==> config.mk <==
export PLATFORM = sky130hd
export DESIGN_NAME = fir_mac_seq
export DESIGN_NICKNAME = d
export VERILOG_FILES = /design/src/rtl/fir_pkg.sv /design/src/rtl/fir_coef_bank.sv /design/src/rtl/fir_mac_seq.sv
export SDC_FILE = /design/constraint.sdc
export NUM_CORES = 1
export LEC_CHECK = 0
export BUFFER_PORTS_ARGS = -buffer_cell sky130_fd_sc_hd__buf_4
export CAP_MARGIN = 20
export CORE_MARGIN = 3
export CORE_UTILIZATION = 38
export CTS_BUF_LIST = sky130_fd_sc_hd__clkbuf_16
export DETAILED_ROUTE_END_ITERATION = 8
export GPL_TIMING_DRIVEN = 0
export HOLD_SLACK_MARGIN = 0.08
export SYNTH_ARGS = -nofsm -noshare
export SYNTH_HDL_FRONTEND = slang
export SYNTH_HIERARCHICAL = 1
export SYNTH_SLANG_ARGS = --single-unit
==> constraint.sdc <==
create_clock -name clk -period 19.2 [get_ports clk]
set_clock_uncertainty 0.1 [all_clocks]
set_input_delay 1.92 -clock clk [delete_from_list [all_inputs] [get_ports clk]]
set_output_delay 1.92 -clock clk [all_outputs]
set_load 0.005 [all_outputs]
==> src/rtl/fir_pkg.sv <==
// fir_pkg: shared definitions for the time-multiplexed FIR filter.
//   - state_t   : controller state encoding (IDLE / MAC / OUT)
//   - clog2()   : ceiling log2 used to size the coefficient address
//   - *_DEF     : default widths and tap count for the filter
package fir_pkg;

  localparam int DATA_W_DEF = 8;
  localparam int COEF_W_DEF = 8;
  localparam int TAPS_DEF   = 25;
  localparam int OUT_W_DEF  = 18;

  typedef enum logic [1:0] {
    IDLE = 2'd0,
    MAC  = 2'd1,
    OUT  = 2'd2
  } state_t;

  function automatic int clog2(input int v);
    int r;
    r = 0;
    for (int i = 0; i < 31; i++) begin
      if ((1 << i) < v) r = i + 1;
    end
    return r;
  endfunction

endpackage

==> src/rtl/fir_coef_bank.sv <==
// fir_coef_bank: TAPS x COEF_W coefficient register file.
// Ports:
//   i_clk, i_rst   clock, asynchronous active-high reset (clears all coefficients)
//   i_flush        flush in progress: write ignored, no error raised
//   i_busy         filter is computing or holding a result: writes are dropped
//   i_we, i_addr, i_data   write port, applied on the clock edge
//   i_rd_idx, o_coef       combinational read port (tap index of the MAC)
//   o_err          one-cycle pulse the cycle after a dropped write
module fir_coef_bank
  import fir_pkg::*;
#(
  parameter int COEF_W = COEF_W_DEF,
  parameter int TAPS   = TAPS_DEF
) (
  input  logic                   i_clk,
  input  logic                   i_rst,
  input  logic                   i_flush,
  input  logic                   i_busy,
  input  logic                   i_we,
  input  logic [clog2(TAPS)-1:0] i_addr,
  input  logic [COEF_W-1:0]      i_data,
  input  logic [clog2(TAPS)-1:0] i_rd_idx,
  output logic [COEF_W-1:0]      o_coef,
  output logic                   o_err
);

  logic [COEF_W-1:0] r_coef [TAPS];
  logic              r_err;
  logic [31:0]       w_addr_ext;
  logic              w_addr_ok;
  logic              w_wr;
  logic              w_drop;

  // Range check is done on a widened copy so it stays meaningful when TAPS
  // is a power of two and every address value is in range.
  always_comb begin
    w_addr_ext = 32'(i_addr);
    w_addr_ok  = (w_addr_ext < 32'(TAPS));
    w_wr       = i_we & ~i_flush & ~i_busy & w_addr_ok;
    w_drop     = i_we & ~i_flush & (i_busy | ~w_addr_ok);
  end

  always_ff @(posedge i_clk or posedge i_rst) begin
    if (i_rst) begin
      for (int k = 0; k < TAPS; k++) r_coef[k] <= '0;
      r_err <= 1'b0;
    end else begin
      r_err <= w_drop;
      if (w_wr) r_coef[i_addr] <= i_data;
    end
  end

  assign o_coef = r_coef[i_rd_idx];
  assign o_err  = r_err;

endmodule

==> src/rtl/fir_mac_seq.sv <==
// fir_mac_seq: time-multiplexed FIR filter, one signed MAC per clock.
// A sample accepted in IDLE is shifted into the delay line, then TAPS MAC
// cycles accumulate x[k]*coef[k]; the formatted result is held in OUT until
// the downstream handshake completes.
// Ports:
//   clk, reset         clock, asynchronous active-high reset
//   flush              synchronous clear of delay line and in-flight work
//   in_valid/in_ready/data_in      sample input handshake
//   out_valid/out_ready/data_out   result output handshake (data_out registered)
//   coef_we/coef_addr/coef_in      coefficient write port (IDLE only)
//   coef_err           one-cycle pulse: coefficient write dropped
//   busy               high in MAC or OUT
//   sat_flag           (FIR_SAT_EN only) result was clipped
// Build option: define FIR_SAT_EN to saturate the shifted accumulator to the
// OUT_W signed range instead of wrapping.
module fir_mac_seq
  import fir_pkg::*;
#(
  parameter int DATA_W = DATA_W_DEF,
  parameter int COEF_W = COEF_W_DEF,
  parameter int TAPS   = TAPS_DEF,
  parameter int ACC_W  = DATA_W + COEF_W + clog2(TAPS),
  parameter int OUT_W  = OUT_W_DEF,
  parameter int SHIFT  = 0
) (
  input  logic                   clk,
  input  logic                   reset,
  input  logic                   flush,
  input  logic                   in_valid,
  output logic                   in_ready,
  input  logic [DATA_W-1:0]      data_in,
  output logic                   out_valid,
  input  logic                   out_ready,
  output logic [OUT_W-1:0]       data_out,
  input  logic                   coef_we,
  input  logic [clog2(TAPS)-1:0] coef_addr,
  input  logic [COEF_W-1:0]      coef_in,
  output logic                   coef_err,
  output logic                   busy
`ifdef FIR_SAT_EN
  ,
  output logic                   sat_flag
`endif
);

  localparam int AW = clog2(TAPS);
  localparam int PW = DATA_W + COEF_W;

  state_t                    r_state;
  state_t                    w_state_nxt;
  logic [AW-1:0]             r_idx;
  logic signed [DATA_W-1:0]  r_x [TAPS];
  logic signed [ACC_W-1:0]   r_acc;
  logic                      r_out_valid;
  logic [OUT_W-1:0]          r_data_out;
  logic [COEF_W-1:0]         w_coef_raw;
  logic signed [COEF_W-1:0]  w_coef;
  logic signed [PW-1:0]      w_prod;
  logic signed [ACC_W-1:0]   w_acc_sum;
  logic [OUT_W-1:0]          w_fmt;
  logic                      w_accept;
  logic                      w_last;
  logic                      w_busy;

  function automatic logic signed [ACC_W-1:0] acc_shift(input logic signed [ACC_W-1:0] a);
    return a >>> SHIFT;
  endfunction

`ifdef FIR_SAT_EN
  localparam logic signed [ACC_W-1:0] SAT_MAX = ACC_W'((64'sd1 <<< (OUT_W - 1)) - 64'sd1);
  localparam logic signed [ACC_W-1:0] SAT_MIN = -SAT_MAX - ACC_W'(1);

  logic r_sat;
  logic w_clip;

  function automatic logic is_clip(input logic signed [ACC_W-1:0] a);
    return (acc_shift(a) > SAT_MAX) || (acc_shift(a) < SAT_MIN);
  endfunction

  function automatic logic [OUT_W-1:0] fmt_out(input logic signed [ACC_W-1:0] a);
    if (acc_shift(a) > SAT_MAX) return OUT_W'(SAT_MAX);
    if (acc_shift(a) < SAT_MIN) return OUT_W'(SAT_MIN);
    return OUT_W'(acc_shift(a));
  endfunction
`else
  function automatic logic [OUT_W-1:0] fmt_out(input logic signed [ACC_W-1:0] a);
    return OUT_W'(acc_shift(a));
  endfunction
`endif

  fir_coef_bank #(
    .COEF_W (COEF_W),
    .TAPS   (TAPS)
  ) u_coef (
    .i_clk    (clk),
    .i_rst    (reset),
    .i_flush  (flush),
    .i_busy   (w_busy),
    .i_we     (coef_we),
    .i_addr   (coef_addr),
    .i_data   (coef_in),
    .i_rd_idx (r_idx),
    .o_coef   (w_coef_raw),
    .o_err    (coef_err)
  );

  // Coefficient writes take priority over samples, and flush over both.
  always_comb begin
    w_busy    = (r_state == MAC) || (r_state == OUT);
    w_accept  = (r_state == IDLE) & ~flush & ~coef_we & in_valid;
    w_last    = (r_idx == AW'(TAPS - 1));
    w_coef    = signed'(w_coef_raw);
    w_prod    = r_x[r_idx] * w_coef;
    w_acc_sum = r_acc + ACC_W'(w_prod);
    w_fmt     = fmt_out(w_acc_sum);
`ifdef FIR_SAT_EN
    w_clip    = is_clip(w_acc_sum);
`endif
  end

  // State register
  always_ff @(posedge clk or posedge reset) begin
    if (reset) r_state <= IDLE;
    else       r_state <= w_state_nxt;
  end

  // Next-state logic
  always_comb begin
    w_state_nxt = r_state;
    if (flush) begin
      w_state_nxt = IDLE;
    end else begin
      case (r_state)
        IDLE:    if (w_accept) w_state_nxt = MAC;
        MAC:     if (w_last) w_state_nxt = OUT;
        OUT:     if (out_ready) w_state_nxt = IDLE;
        default: w_state_nxt = IDLE;
      endcase
    end
  end

  // Outputs; in_ready is masked by reset so every output reads 0 in reset.
  always_comb begin
    in_ready  = (r_state == IDLE) & ~coef_we & ~reset;
    busy      = w_busy;
    out_valid = r_out_valid;
    data_out  = r_data_out;
`ifdef FIR_SAT_EN
    sat_flag  = r_sat;
`endif
  end

  // Delay line, accumulator and result register. The final MAC edge both
  // completes the sum and registers the formatted result, so out_valid is
  // up as soon as the controller enters OUT.
  always_ff @(posedge clk or posedge reset) begin
    if (reset) begin
      for (int k = 0; k < TAPS; k++) r_x[k] <= '0;
      r_idx       <= '0;
      r_acc       <= '0;
      r_out_valid <= 1'b0;
      r_data_out  <= '0;
`ifdef FIR_SAT_EN
      r_sat       <= 1'b0;
`endif
    end else if (flush) begin
      for (int k = 0; k < TAPS; k++) r_x[k] <= '0;
      r_idx       <= '0;
      r_acc       <= '0;
      r_out_valid <= 1'b0;
`ifdef FIR_SAT_EN
      r_sat       <= 1'b0;
`endif
    end else begin
      case (r_state)
        IDLE: begin
          if (w_accept) begin
            for (int k = TAPS - 1; k > 0; k--) r_x[k] <= r_x[k-1];
            r_x[0] <= signed'(data_in);
            r_acc  <= '0;
            r_idx  <= '0;
          end
        end
        MAC: begin
          r_acc <= w_acc_sum;
          if (w_last) begin
            r_out_valid <= 1'b1;
            r_data_out  <= w_fmt;
`ifdef FIR_SAT_EN
            r_sat       <= w_clip;
`endif
          end else begin
            r_idx <= r_idx + AW'(1);
          end
        end
        OUT: begin
          if (out_ready) begin
            r_out_valid <= 1'b0;
`ifdef FIR_SAT_EN
            r_sat       <= 1'b0;
`endif
          end
        end
        default: ;
      endcase
    end
  end

endmodule

## Word level (Yosys, flattened, before mapping)

Cells that the tools add are included.

- Output and inout bits: 22
- Register bits after elaboration: 448
- Logic and storage cells: 128
- Bits of input ports: 27

- Equality and inequality tests: 7
- Add/subtract/negate cells: 2
- Muxes and demuxes: 28
- Multipliers: 1
- Reductions and logical operators: 13
- Order comparisons: 4
- Bitwise logic cells: 17

Operators with widths:

| kind | number |
|---|---|
| 200-bit 2-to-1 mux | 3 |
| 200-bit bitwise mux | 1 |
| 8-bit binary-select mux with 5-bit select | 2 |
| 21-bit 2-to-1 mux | 2 |
| 21-bit case mux with 2 select lines | 1 |
| 8-bit demux with 5-bit select | 1 |
| 8-bit 2-to-1 mux | 5 |
| 21-bit by 16-bit adder with 21-bit output | 1 |
| 8-bit by 8-bit multiplier with 16-bit output | 1 |
| 5-bit 2-to-1 mux | 3 |
| 6-bit >= comparator (second input constant) | 2 |
| 3-bit != test (second input constant) | 4 |
| 5-bit inverter with 6-bit output | 2 |
| 3-bit AND reduction | 4 |
| 5-bit case mux with 2 select lines | 1 |
| 1-bit AND | 9 |
| 2-bit 2-to-1 mux | 4 |
| 6-bit by 1-bit < comparator with 1-bit output (second input constant) | 1 |
| 2-bit case mux with 3 select lines | 1 |
| 3-bit nonzero test | 2 |
| 5-bit by 1-bit adder with 5-bit output (second input constant) | 1 |
| 5-bit == test (second input constant) | 1 |
| 5-bit < comparator (second input constant) | 1 |
| 1-bit inverter | 5 |
| 10 further kinds | 14 |

## Depth between registers and ports, before layout

- Word-level depth: 8
- Gate-level depth with buffers: 26

## By module

The synthesis kept the hierarchy.

By module, submodules not included:

| module | area an instance (µm²) | cells each | instances |
|---|---|---|---|
| fir_mac_seq | 13,696.9 | 1,056 | 1 |
| fir_coef_bank | 9,440.3 | 633 | 1 |

## Least setup slack after synthesis

OpenSTA, ideal clock, no wires.

- Path type: register to register
- Start point: register r_idx[3]
- End point: register r_data_out[17], in the netlist data_out[17]
- Period minus slack after synthesis: 6.741 ns
- Arrival: 6.516 ns
- Data required time: 18.975 ns
- Slack: 12.459 ns
- Stages on the path, launching flop included: 23
- Path buffers: 3
- Cell sequence: dfrtp_1 -> buf_2 -> buf_2 -> buf_1 -> mux2i_1 -> o2bb2ai_1 -> nand2_1 -> a2bb2oi_1 -> and2_1 -> inv_1 -> fa_1 -> inv_1 -> fa_1 -> fa_1 -> fa_1 -> fa_1 -> ha_1 -> o211ai_1 -> o211ai_1 -> a2111o_1 -> a41o_1 -> xnor2_1 -> mux2_2

- Longest elaborated chain between the ends: 6

RTL lines:

| item | RTL line | text |
|---|---|---|
| from (decl) | fir_mac_seq.sv:51 | `logic [AW-1:0] r_idx;` |
| from (signal assigned) | fir_mac_seq.sv:193 | `r_idx <= r_idx + AW'(1);` |
| 5-bit inverter with 6-bit output (implied by the code) | fir_coef_bank.sv:53 | `assign o_coef = r_coef[i_rd_idx];` |
| 8-bit binary-select mux with 5-bit select | fir_coef_bank.sv:53 |  |
| 8-bit 2-to-1 mux (implied by the code) (2 in series) | fir_coef_bank.sv:53 |  |
| via w_coef[0] | fir_mac_seq.sv:57 | `logic signed [COEF_W-1:0] w_coef;` |
| 8-bit by 8-bit multiplier with 16-bit output | fir_mac_seq.sv:113 | `w_prod = r_x[r_idx] * w_coef;` |
| 21-bit by 16-bit adder with 21-bit output | fir_mac_seq.sv:114 | `w_acc_sum = r_acc + ACC_W'(w_prod);` |
| to (signal assigned) | fir_mac_seq.sv:188 | `r_data_out <= w_fmt;` |
| to (decl) | fir_mac_seq.sv:55 | `logic [OUT_W-1:0] r_data_out;` |

The timed path passes the listed nets, and every way through them passes these cells. The select of a mux whose other input is x is not followed.
A chain may end at the register's enable or synchronous reset.

## Worst setup path in the final report

Same ends and word-level chain as after synthesis.

==> impl_metrics.env <==
export IMPL_coreArea_um2=59600
export IMPL_first_global_vias=15753
export IMPL_fin_area_um2=26100
export IMPL_grt_max_degree=130
export IMPL_async_flop_share_pct=100
export IMPL_max_stage_delay_ps=700
export IMPL_placed_area_um2=24600
export IMPL_worst_slew_pin_slew_ps=1040
export IMPL_start_util_pct=38.8
export IMPL_rsz0062_at_grt="false"
export IMPL_yosys_cell_types_count=64
export IMPL_crit_arrival_ps=8680
export IMPL_cts_hold_buf=0
export IMPL_synth_edff_count=0
export IMPL_routed_via_density=5.65
export IMPL_finalCriticalPeriod_ps=8290
export IMPL_dr_total_vias=14680
export IMPL_max_freq_mhz=121
export IMPL_die_w_um=253
export IMPL_maxCapViolations=0
export IMPL_yosysTopAreaCell="dfrtp_1"
export IMPL_layout_commonest_cell="dfrtp_1"
export IMPL_first_pass_iters=5
export IMPL_postSynthAreaPerCell_um2=13.7
export IMPL_crit_end="data_out[17]"
export IMPL_syn_cell_area_um2=23100
export IMPL_cp_startpoint="r_idx[3]"
export IMPL_crit_path_max_fanout=11
export IMPL_peakVddDrop_mv=0.0914
export IMPL_cp_depth=21
export IMPL_clk_pin_slew_ps=60
export IMPL_syn_inst=1689
export IMPL_grt_pass1_wl_um=93900
export IMPL_critical_path_top_delay_family="adder cells"
export IMPL_yosys_top_cells_area="dfrtp_1 (48%), mux2_2 (10%), a22o_1 (8.2%)"
export IMPL_cpMostUsedCell="fa_1"
export IMPL_ant_nets=0
export IMPL_nNetsFinal=1946
export IMPL_tns_ps=0
export IMPL_cts_tree="done"
export IMPL_drc=0
export IMPL_synth_seq_cells=445
export IMPL_reg2reg_to="data_out[17]"
export IMPL_drive_gt1_share_pct=26.2
export IMPL_cts_sinks=445
export IMPL_status="finished, final reports clean"
export IMPL_most_common_layout_cells="dfrtp_1 (445), a22o_1 (216), mux2_2 (213)"
export IMPL_yosys_warnings=6
export IMPL_crit_slowest_cell="a2bb2oi_1"
export IMPL_drt_total_wl_um=59000
export IMPL_synthFlopType="dfrtp_1"
export IMPL_ff2ff_setup_slack_ps=10910
export IMPL_num_rows=89
export IMPL_cts_max_level=2
export IMPL_port_buffers=47
export IMPL_die_h_um=253
export IMPL_syn2layout_area_growth_pct=12.8
export IMPL_crit_buf_inv=4
export IMPL_cts_resized=0
export IMPL_overflow=0
export IMPL_synth_seq_area_share_pct=48.1
export IMPL_path_class="flip-flop to flip-flop"
export IMPL_ioPinCount=49
export IMPL_place_congestion=0.835
export IMPL_critPathCaptureType="flip-flop"
export IMPL_cts_buffer_depth=3
export IMPL_critPathLaunchType="flip-flop"
export IMPL_p_leak_nw=12.2
export IMPL_rr_worst_depth=21
export IMPL_max_slew_margin_rel_pct=30.3
export IMPL_grtUsageTotal_pct=18.9
export IMPL_grt_antenna_before_repair=0
export IMPL_die_area_um2=63900
export IMPL_numCtsBuffers=50
export IMPL_drtIter0Drc=910
export IMPL_min_path_type="flip-flop to flip-flop"
export IMPL_wl_per_cell_um=22.7
export IMPL_hold_viol_final=0
export IMPL_min_period_over_period_pct=43.2
export IMPL_drv_slew=0
export IMPL_setup_viol=0
export IMPL_power_density_nw_per_um2=101
export IMPL_post_cts_buffers=0
export IMPL_root_buffer="clkbuf_16"
export IMPL_worstPathCellList="buf_2, clkbuf_1, mux4_2, o22ai_1, a21oi_1, a2bb2oi_1, and2_1, inv_1, fa_1, inv_1, fa_1, fa_1, fa_1, fa_1, ha_1, o211ai_1, o211ai_1, a2111o_1, a41o_1, xnor2_1, mux2_2"
export IMPL_worst_ep_required_time_ps=19590
export IMPL_synth_top_area_share_pct=48.1
export IMPL_synth_fp_nets=1844
export IMPL_clock_latency_ps=610
export IMPL_r2r_start="r_idx[3]"
export IMPL_hpwlAfterDp_um=41000
-- routing by layer --
metal  wire length, um  share of wire (%)  vias up  GRT usage, %
li1                  -                  -     6407             -
met1             26200                 44     7880          25.9
met2             28400                 48      305          30.8
met3              2780                4.7       88          3.27
met4              1600                2.7        0          5.95
met5                 0                  0        -             0
-- registers in the layout (all words and copies together) (netlist names) --
register / flops
u_coef/r_coef: 200
r_state: 2
u_coef/o_err: 1
r_idx: 5
r_x: 200
data_out: 18
out_valid: 1
r_acc: 18
-- per-stage QoR --
step                cells  setup slack [ps]  hold WS (ps)  total power, mW  util (%)
finish               2598             10910           383             2.63      43.8
global placement     2509              7680           367             1.72      41.1
CTS                  2597             10870           385             2.67      43.8
global route         2597             10520           405             2.78      43.8
floorplan            1689             10480           350             1.54         -
detailed placement   2512             10900           370             1.74      41.2
-- worst min-delay path, delay by kind of cell, from the launching register on --
kind            cells  cell delay [ps]
compound gates      1               60
flops               1              340
simple gates        1               50
-- worst min path at each step --
stage                              endpoint  slack, ps              start  cells past startpoint
after floorplan                    r_acc[5]        350           r_acc[5]                      2
after global placement    u_coef/r_coef[24]        370  u_coef/r_coef[24]                      1
after detailed placement           r_acc[5]        370           r_acc[5]                      2
after CTS                          r_acc[5]        390           r_acc[5]                      2
after global routing      u_coef/r_coef[25]        410  u_coef/r_coef[25]                      1
final                              r_acc[5]        380           r_acc[5]                      2
-- power by group --
part,internal [mW],switching [mW],leakage [nW]
Sequential,1.01,0.0430,6.12
Clock,0.515,0.401,0.784
Combinational,0.281,0.380,5.27
-- kinds of logic (layout without fill, tap and decap cells) --
logic type               Yosys count  after routing  synth area share [%]
flip-flops                       445            445                  48.1
multiplexers                     350            350                  20.8
AO/OA/AOI/OAI                    343            343                  11.9
buffers and inverters            209            344                  3.72
AND/OR/NAND/NOR                  195            195                  5.14
adder cells (fa/ha/maj)          128            128                  9.52
XOR/XNOR                          19             19                 0.719
other                              0              1                     0
-- layout make-up --
| class | count | area (um^2) |
|---|---|---|
| sequential | 445 | 11100 |
| buffer | 114 | 504 |
| multi-input combinational | 1035 | 11100 |
| antenna | 1 | 2.50 |
| clock buffer | 50 | 1250 |
| fill | 5380 | 33500 |
| inverter | 95 | 372 |
| clock inverter | 35 | 298 |
| timing repair buffer | 50 | 435 |
| tap | 773 | 967 |
-- synthesized netlist by cell type (3+ instances only) --
cell,instances
dfrtp_1,445
a22o_1,216
mux2_2,213
inv_1,95
clkbuf_1,84
fa_1,80
mux4_2,80
mux2i_1,51
ha_1,48
nand2_1,41
nor2b_1,37
o21ai_0,30
nor2_1,21
a21oi_1,20
and2_1,19
buf_2,19
nor2_2,19
nand2b_1,15
xnor2_1,15
o22ai_1,14
a211oi_1,13
a2bb2oi_1,8
nand3_1,8
nand3b_1,7
o2bb2ai_1,7
a21o_1,6
a21oi_2,6
buf_6,6
nor2_8,6
o211ai_1,4
or3b_2,4
xor2_1,4
a31oi_1,3
buf_1,3
mux2_1,3
mux4_1,3
nor3b_1,3
o21a_1,3
(Power assumes the default switching activity.)
